File: config.mk
export PLATFORM = sky130hd
export DESIGN_NAME = lc4_nzp_branch_unit_flat
export DESIGN_NICKNAME = d
export VERILOG_FILES = /design/src/rtl/lc4_pkg.sv /design/src/rtl/lc4_nzp_branch_unit_if.sv /design/src/rtl/lc4_nzp_decode.sv /design/src/rtl/lc4_nzp_branch_unit.sv /design/src/flat_wrapper.sv
export SDC_FILE = /design/constraint.sdc
export NUM_CORES = 1
export LEC_CHECK = 0
export CORE_ASPECT_RATIO = 0.8
export CORE_MARGIN = 5
export CORE_UTILIZATION = 43
export CTS_CLUSTER_SIZE = 25
export DETAILED_ROUTE_END_ITERATION = 8
export MAX_ROUTING_LAYER = met4
export PLACE_DENSITY = 0.84
export SYNTH_ARGS = -nofsm -noshare
export SYNTH_HDL_FRONTEND = slang
export SYNTH_SLANG_ARGS = --single-unit
File: constraint.sdc
create_clock -name clk -period 2.57 [get_ports clk]
set_input_delay 0.514 -clock clk [delete_from_list [all_inputs] [get_ports clk]]
set_output_delay 0.514 -clock clk [all_outputs]
set_load 0.02 [all_outputs]
File: src/rtl/lc4_pkg.sv
// Shared LC4 condition-code definitions: NZP bit positions, reset value,
// canonical compare results and a branch-match helper.
package lc4_pkg;

    localparam int NZP_N = 2;
    localparam int NZP_Z = 1;
    localparam int NZP_P = 0;

    typedef logic [2:0] nzp_t;

    localparam nzp_t NZP_RESET = 3'b010;

    localparam logic [15:0] CMP_GT = 16'h0001;
    localparam logic [15:0] CMP_EQ = 16'h0000;
    localparam logic [15:0] CMP_LT = 16'hFFFF;

    // A BR[nzp] is taken when any requested condition bit is currently set.
    function automatic logic nzp_match(input nzp_t mask, input nzp_t cc);
        return |(mask & cc);
    endfunction

endpackage

File: src/rtl/lc4_nzp_branch_unit_if.sv
// Branch request and redirect result channels of lc4_nzp_branch_unit.
// The unit is the slave; the issuing/fetch side is the master.
interface lc4_nzp_branch_unit_if #(
    parameter int PC_W = 16
);
    import lc4_pkg::*;

    logic            br_valid;
    logic            br_ready;
    nzp_t            br_mask;
    logic [PC_W-1:0] br_pc;
    logic [PC_W-1:0] br_target;

    logic            res_valid;
    logic            res_ready;
    logic            res_taken;
    logic [PC_W-1:0] res_next_pc;

    modport master (
        output br_valid, br_mask, br_pc, br_target, res_ready,
        input  br_ready, res_valid, res_taken, res_next_pc
    );

    modport slave (
        input  br_valid, br_mask, br_pc, br_target, res_ready,
        output br_ready, res_valid, res_taken, res_next_pc
    );

endinterface

File: src/rtl/lc4_nzp_decode.sv
// Combinational reduction of a 16-bit result word to a one-hot {N,Z,P}
// condition code, treating the word as signed.
module lc4_nzp_decode
    import lc4_pkg::*;
(
    input  logic [15:0] value,
    output nzp_t        nzp
);

    always_comb begin
        nzp = '0;
        if (value[15]) begin
            nzp[NZP_N] = 1'b1;
        end else if (value == 16'h0000) begin
            nzp[NZP_Z] = 1'b1;
        end else begin
            nzp[NZP_P] = 1'b1;
        end
    end

endmodule

File: src/rtl/lc4_nzp_branch_unit.sv
// LC4 NZP register and BR[nzp] resolver with a one-entry result buffer.
// Define LC4_NZP_BYPASS_EN to let a same-cycle NZP write feed branch resolution.
module lc4_nzp_branch_unit
    import lc4_pkg::*;
#(
    parameter int PC_W  = 16,
    parameter int CNT_W = 16
) (
    input  logic                  clk,
    input  logic                  rst,
    input  logic                  wb_valid,
    input  logic                  wb_nzp_we,
    input  logic [15:0]           wb_value,
    lc4_nzp_branch_unit_if.slave  bus,
    output nzp_t                  nzp,
    output logic [CNT_W-1:0]      taken_cnt
);

    nzp_t             nzp_reg;
    logic             res_valid_reg;
    logic             res_taken_reg;
    logic [PC_W-1:0]  res_next_pc_reg;
    logic [CNT_W-1:0] taken_cnt_reg;

    nzp_t             nzp_wb;
    nzp_t             nzp_used;
    logic [2:0]       cond_hit;
    logic             taken_next;
    logic             nzp_write;
    logic             br_ready_int;
    logic             accept;
    logic [PC_W-1:0]  pc_inc;

    assign nzp_write = wb_valid && wb_nzp_we;

    lc4_nzp_decode u_wb_decode (
        .value (wb_value),
        .nzp   (nzp_wb)
    );

`ifdef LC4_NZP_BYPASS_EN
    nzp_t nzp_byp;

    // Separate decode keeps the bypass path independent of the write path.
    lc4_nzp_decode u_bypass_decode (
        .value (wb_value),
        .nzp   (nzp_byp)
    );

    assign nzp_used = nzp_write ? nzp_byp : nzp_reg;
`else
    assign nzp_used = nzp_reg;
`endif

    generate
        for (genvar gi = 0; gi < 3; gi++) begin : g_cond
            assign cond_hit[gi] = bus.br_mask[gi] & nzp_used[gi];
        end
    endgenerate

    assign taken_next = |cond_hit;

    // Space is available when the buffer is empty or is draining this cycle.
    assign br_ready_int = !res_valid_reg || bus.res_ready;
    assign accept       = bus.br_valid && br_ready_int;
    assign pc_inc       = bus.br_pc + PC_W'(1);

    always_ff @(posedge clk) begin
        if (rst) begin
            nzp_reg         <= NZP_RESET;
            res_valid_reg   <= 1'b0;
            res_taken_reg   <= 1'b0;
            res_next_pc_reg <= '0;
            taken_cnt_reg   <= '0;
        end else begin
            if (nzp_write) begin
                nzp_reg <= nzp_wb;
            end

            if (accept) begin
                res_valid_reg   <= 1'b1;
                res_taken_reg   <= taken_next;
                res_next_pc_reg <= taken_next ? bus.br_target : pc_inc;
                if (taken_next && (taken_cnt_reg != '1)) begin
                    taken_cnt_reg <= taken_cnt_reg + CNT_W'(1);
                end
            end else if (bus.res_ready) begin
                res_valid_reg <= 1'b0;
            end
        end
    end

    assign bus.br_ready    = br_ready_int;
    assign bus.res_valid   = res_valid_reg;
    assign bus.res_taken   = res_taken_reg;
    assign bus.res_next_pc = res_next_pc_reg;
    assign nzp             = nzp_reg;
    assign taken_cnt       = taken_cnt_reg;

    // The condition code must always be exactly one of N, Z, P.
    nzp_onehot_a: assert property (@(posedge clk) disable iff (rst) $onehot(nzp_reg));

endmodule

File: src/flat_wrapper.sv
// flat-port wrapper written by rule: the top's interface ports become plain ports
module lc4_nzp_branch_unit_flat import lc4_pkg::*;
#(
    parameter int PC_W  = 16,
    parameter int CNT_W = 16
)
  (clk, rst, wb_valid, wb_nzp_we, wb_value, nzp, taken_cnt, bus_br_valid, bus_br_mask, bus_br_pc, bus_br_target, bus_res_ready, bus_br_ready, bus_res_valid, bus_res_taken, bus_res_next_pc);
  lc4_nzp_branch_unit_if #(.PC_W(PC_W)) bus_i ();
  input  logic clk;
  input  logic rst;
  input  logic wb_valid;
  input  logic wb_nzp_we;
  input  logic [15:0] wb_value;
  output nzp_t nzp;
  output logic [CNT_W-1:0] taken_cnt;
  input wire logic [$bits(bus_i.br_valid)-1:0] bus_br_valid;
  input wire logic [$bits(bus_i.br_mask)-1:0] bus_br_mask;
  input wire logic [$bits(bus_i.br_pc)-1:0] bus_br_pc;
  input wire logic [$bits(bus_i.br_target)-1:0] bus_br_target;
  input wire logic [$bits(bus_i.res_ready)-1:0] bus_res_ready;
  output wire logic [$bits(bus_i.br_ready)-1:0] bus_br_ready;
  output wire logic [$bits(bus_i.res_valid)-1:0] bus_res_valid;
  output wire logic [$bits(bus_i.res_taken)-1:0] bus_res_taken;
  output wire logic [$bits(bus_i.res_next_pc)-1:0] bus_res_next_pc;
  assign bus_i.br_valid = bus_br_valid;
  assign bus_i.br_mask = bus_br_mask;
  assign bus_i.br_pc = bus_br_pc;
  assign bus_i.br_target = bus_br_target;
  assign bus_i.res_ready = bus_res_ready;
  assign bus_br_ready = bus_i.br_ready;
  assign bus_res_valid = bus_i.res_valid;
  assign bus_res_taken = bus_i.res_taken;
  assign bus_res_next_pc = bus_i.res_next_pc;
  lc4_nzp_branch_unit #(.PC_W(PC_W), .CNT_W(CNT_W)) u_core (.clk(clk), .rst(rst), .wb_valid(wb_valid), .wb_nzp_we(wb_nzp_we), .wb_value(wb_value), .bus(bus_i), .nzp(nzp), .taken_cnt(taken_cnt));
endmodule
==> tab_implementation.tex <==
\begin{tabular}{lr}
\hline
Metric & Value \\
\hline
\multicolumn{2}{l}{\textbf{Clock network}} \\
H-tree lvl count & 2 \\
Total clock buffers created by CTS & 5 \\
Number of buffers added to fix hold violations after cts & 0 \\
Postcts setup bufs & 0 \\
Number of gates resized after cts & 0 \\
CTS root buf & sky130\_fd\_sc\_hd\_\_clkbuf\_8 \\
Clock latency reported for the late side of the worst-skew pair & 0.29 ns \\
TritonCTS clock tree & done \\
Clock sinks & 37 \\
Maximum buffer depth of the clock tree & 2 \\
Clock transition time at the flip-flop clock pins of the worst setup and hold paths & 0.07 ns \\
\multicolumn{2}{l}{\textbf{Hold path}} \\
Hold Path End & u\_core.bus.res\_next\_pc[8] \\
Hold path startpoint & u\_core.bus.res\_next\_pc[8] \\
Type of the worst min-delay path & register to register \\
Hold depth & 2 \\
\multicolumn{2}{l}{\textbf{Pwr}} \\
Switching pwr & 363 uW \\
Net Sw Frac & 26.7\% \\
Internal power & 999 uW \\
Share of total power in sequential cells & 45.4\% \\
Gate power share & 24.2\% \\
Peak supply drop & 0.000246 V \\
Leakage component of the power & 0.00110 uW \\
Pwr dens & 443 nW/um\^{}2 \\
Portion of total power attributed to the clock network & 30.3\% \\
\multicolumn{2}{l}{\textbf{Synthesis}} \\
Netlist cell types & 39 \\
Share of the yosys chip area belonging to registers & 38.5\% \\
Share of synthesized cell area in and, or, nand and nor gates & 28.1\% \\
Mean instance size in the synthesized netlist & 8.16 um\^{}2 \\
Number of synthesis warnings & 0 \\
Net count after synthesis & 295 \\
Synth Instances & 236 \\
Multiplexer fraction of the synthesized cell area & 1.56\% \\
Number of synthesized register bits & 37 \\
Arithmetic-cell share of the synthesized area counting full adders, half adders and majority gates & 1.30\% \\
Cell Area, Synth & 1930 um\^{}2 \\
Compound-gate portion of the synthesized area & 15.9\% \\
Largest family of logic cells by synthesized area & simple AND/OR/NAND/NOR gates \\
Xor-xnor portion of the synthesized cell area & 11.4\% \\
\multicolumn{2}{l}{\textbf{Floorplan}} \\
Die Footprint & 5920 um\^{}2 \\
Number of primary I/O pins & 95 \\
Site row count & 21 \\
Effective utilization at floorplan & 45.2\% \\
Horizontal die dimension & 84.8 um \\
Die height & 69.9 um \\
Area of the core & 4260 um\^{}2 \\
\multicolumn{2}{l}{\textbf{Placed design}} \\
Last weighted congestion value of the routability-driven placer & 0.890 \\
Estimated wirelength of the detail-placed design & 4600 um \\
Port buffer count & 94 \\
Placed Cells incl. Taps & 386 \\
\multicolumn{2}{l}{\textbf{Drt}} \\
Vias & 2113 \\
Final routed wire length divided by cell count & 15.1 um \\
Total routed wirelength & 5920 um \\
DRC violations left & 0 \\
Pre-antenna DRT Iters & 4 \\
Post-route ant nets & 0 \\
Initial detailed-routing violation count & 180 \\
Vias/cell & 5.38 \\
\multicolumn{2}{l}{\textbf{Global route}} \\
Final global-route overflow total & 0 \\
First-pass GRT wire length & 9740 um \\
Number of antenna violations at the first check in global routing & 0 \\
Via count of the first global-routing pass & 2009 \\
All-layer global routing usage & 20.4\% \\
Pin count of the biggest net entering global routing & 26 \\
\multicolumn{2}{l}{\textbf{Job}} \\
Number of max-cap violations & 0 \\
\multicolumn{2}{l}{\textbf{Critical path}} \\
Crit Path Class & primary input to primary output \\
Setup slack of the most critical reg-to-reg path & 0.62 ns \\
Kind of end point of the critical path & primary output \\
Register-to-Register Path Depth & 7 \\
Series of cell instances along the critical path & clkdlybuf4s50\_1 -> nor2b\_4 -> inv\_1 -> clkdlybuf4s50\_1 \\
Most frequent cell on the critical path & sky130\_fd\_sc\_hd\_\_clkdlybuf4s50\_1 \\
Max Fanout on Critical Path & 4 \\
Reg-to-reg critical path endpoint & u\_core.taken\_cnt[2] \\
Max stage delay cell, worst path & sky130\_fd\_sc\_hd\_\_clkdlybuf4s50\_1 \\
Data arrival at the endpoint of the critical path & 1.78 ns \\
Nature of the critical path startpoint & primary input \\
Worst R2R Start & u\_core.taken\_cnt[0] \\
Highest cell delay on the worst timing path & 0.61 ns \\
Data required time at the worst endpoint & 2.06 ns \\
\multicolumn{2}{l}{\textbf{Layout}} \\
P\&R area growth vs syn & 59.5\% \\
Number of inserted filler cells in the final layout & 355 \\
Count of placed standard cells in the final layout, fillers left out & 393 \\
Final layout net count & 395 \\
Antenna cells & 0 \\
Share of layout cells above drive strength 1 & 6.25\% \\
\multicolumn{2}{l}{\textbf{STA}} \\
Number of hold-slack violations in the final timing report & 0 \\
Slew headroom & 65.2\% \\
Layout Skew & 0.00480 ns \\
Min Tclk post-route & 2.30 ns \\
Max frequency & 0.436 GHz \\
Final setup TNS & 0 ns \\
Worst slew pin tran & 0.518 ns \\
Unrepaired setup endpoints after global routing & no \\
Final Max Slew Viols & 0 \\
Final setup violating endpoints & 0 \\
Final worst-path cycle share & 89.3\% \\
\multicolumn{2}{l}{\textbf{Run status}} \\
Status & finished, final reports clean \\
\hline
\end{tabular}
final cells by class:
| class | instances | area, um^2 | area share [%] |
|---|---|---|---|
| inverters | 4 | 15.0 | 0.489 |
| repair buffers | 105 | 1040 | 33.7 |
| well taps | 57 | 71.3 | 2.32 |
| flip-flops and latches | 37 | 741 | 24.1 |
| clock buffers | 7 | 86.3 | 2.81 |
| multi-input cells | 183 | 1120 | 36.5 |
worst max-delay path, delay by kind of cell:
family        cells  cell delay, ns
buf+inv           3            1.21
simple gates      1            0.06
cells by family (layout without fill, tap and decap cells):
family / after synthesis / after routing
and+or+nand+nor: 107 / 107
AOI/OAI and AO/OA: 46 / 46
DFF: 37 / 37
xor gates and xnor gates: 25 / 25
buffers and inverters: 16 / 116
muxes: 3 / 3
adders and majority gates: 2 / 2
cell usage after synthesis:
master / n / area share [%]
sky130_fd_sc_hd__a2111oi_0: 1 / 0.45
sky130_fd_sc_hd__a211oi_1: 4 / 1.6
sky130_fd_sc_hd__a21o_1: 2 / 0.78
sky130_fd_sc_hd__a21oi_1: 13 / 3.4
sky130_fd_sc_hd__a222oi_1: 1 / 0.52
sky130_fd_sc_hd__a22oi_1: 1 / 0.39
sky130_fd_sc_hd__a2bb2oi_1: 7 / 3.2
sky130_fd_sc_hd__a311oi_1: 1 / 0.45
sky130_fd_sc_hd__a31o_2: 1 / 0.45
sky130_fd_sc_hd__and3_1: 7 / 2.3
sky130_fd_sc_hd__and3b_1: 1 / 0.45
sky130_fd_sc_hd__and4_1: 3 / 1.4
sky130_fd_sc_hd__buf_1: 1 / 0.19
sky130_fd_sc_hd__buf_2: 2 / 0.52
sky130_fd_sc_hd__clkbuf_1: 9 / 1.8
sky130_fd_sc_hd__dfxtp_1: 37 / 38
sky130_fd_sc_hd__ha_1: 2 / 1.3
sky130_fd_sc_hd__inv_1: 3 / 0.58
sky130_fd_sc_hd__inv_2: 1 / 0.19
sky130_fd_sc_hd__mux2i_1: 3 / 1.6
sky130_fd_sc_hd__nand2_1: 25 / 4.9
sky130_fd_sc_hd__nand3_1: 13 / 3.4
sky130_fd_sc_hd__nand4_1: 8 / 2.6
sky130_fd_sc_hd__nor2_1: 27 / 5.3
sky130_fd_sc_hd__nor2b_1: 1 / 0.33
sky130_fd_sc_hd__nor2b_4: 1 / 0.71
sky130_fd_sc_hd__nor3_1: 6 / 1.6
sky130_fd_sc_hd__nor3_2: 1 / 0.52
sky130_fd_sc_hd__nor3b_1: 1 / 0.39
sky130_fd_sc_hd__nor4_1: 8 / 2.6
sky130_fd_sc_hd__nor4b_1: 1 / 0.45
sky130_fd_sc_hd__o211ai_1: 3 / 1.2
sky130_fd_sc_hd__o21ai_0: 5 / 1.3
sky130_fd_sc_hd__o22ai_1: 7 / 2.3
sky130_fd_sc_hd__or2_0: 1 / 0.33
sky130_fd_sc_hd__or3_1: 2 / 0.65
sky130_fd_sc_hd__or4_1: 1 / 0.39
sky130_fd_sc_hd__xnor2_1: 15 / 6.8
sky130_fd_sc_hd__xor2_1: 10 / 4.5
power by group through the flow:
stage	logic, uW	registers (uW)	clock network (uW)
after floorplan	109	663	0
after global placement	327	631	0
after detailed placement	331	632	0
after CTS	332	619	418
after global routing	354	622	444
final	330	619	413
metrics by stage:
step           util (%)  instance area, um^2  setup WS [ns]  hold WS (ns)  total power (uW)
2_1_floorplan         -                 1930          0.640         0.530               772
5_1_grt            72.2                 3070          0.213         0.482              1420
3_5_place_dp       70.1                 2990         0.0538         0.461               963
6_report           72.2                 3070          0.274         0.461              1360
4_1_cts            72.2                 3070          0.268         0.471              1370
3_3_place_gp       70.1                 2990         0.0919         0.439               958
worst max path at each step:
stage | end | from | slack [ns] | cells past startpoint
final | bus_br_ready | bus_res_ready | 0.27 | 4
after global routing | bus_br_ready | bus_res_ready | 0.21 | 4
after CTS | bus_br_ready | bus_res_ready | 0.27 | 4
after detailed placement | u_core.taken_cnt[15] | bus_br_mask[0] | 0.05 | 6
after global placement | u_core.taken_cnt[15] | bus_br_mask[0] | 0.09 | 6
after floorplan | u_core.taken_cnt[15] | bus_br_mask[0] | 0.64 | 6
layout by cell type (no fill, tap or decap), drive strengths merged, types with 2 or more instances in the layout:
| master | netlist | final |
|---|---|---|
| or3 | 2 | 2 |
| clkdlybuf4s50 | 0 | 94 |
| nor2 | 27 | 27 |
| and4 | 3 | 3 |
| clkbuf | 9 | 7 |
| xnor2 | 15 | 15 |
| o211ai | 3 | 3 |
| nand4 | 8 | 8 |
| a211oi | 4 | 4 |
| buf | 3 | 11 |
| ha | 2 | 2 |
| mux2i | 3 | 3 |
| o21ai | 5 | 5 |
| nand2 | 25 | 25 |
| and3 | 7 | 7 |
| o22ai | 7 | 7 |
| inv | 4 | 4 |
| a21o | 2 | 2 |
| nor3 | 7 | 7 |
| nor2b | 2 | 2 |
| a21oi | 13 | 13 |
| xor2 | 10 | 10 |
| a2bb2oi | 7 | 7 |
| nand3 | 13 | 13 |
| dfxtp | 37 | 37 |
| nor4 | 8 | 8 |
routing by layer:
metal	GRT usage, %	vias up	part of all wire (%)
met5	-	-	0
met4	6.15	0	1.6
met3	6.35	10	8.6
met2	30.3	85	43
met1	26.6	964	47
li1	-	1054	-
No activity file was read; power rests on OpenSTA's default activity.
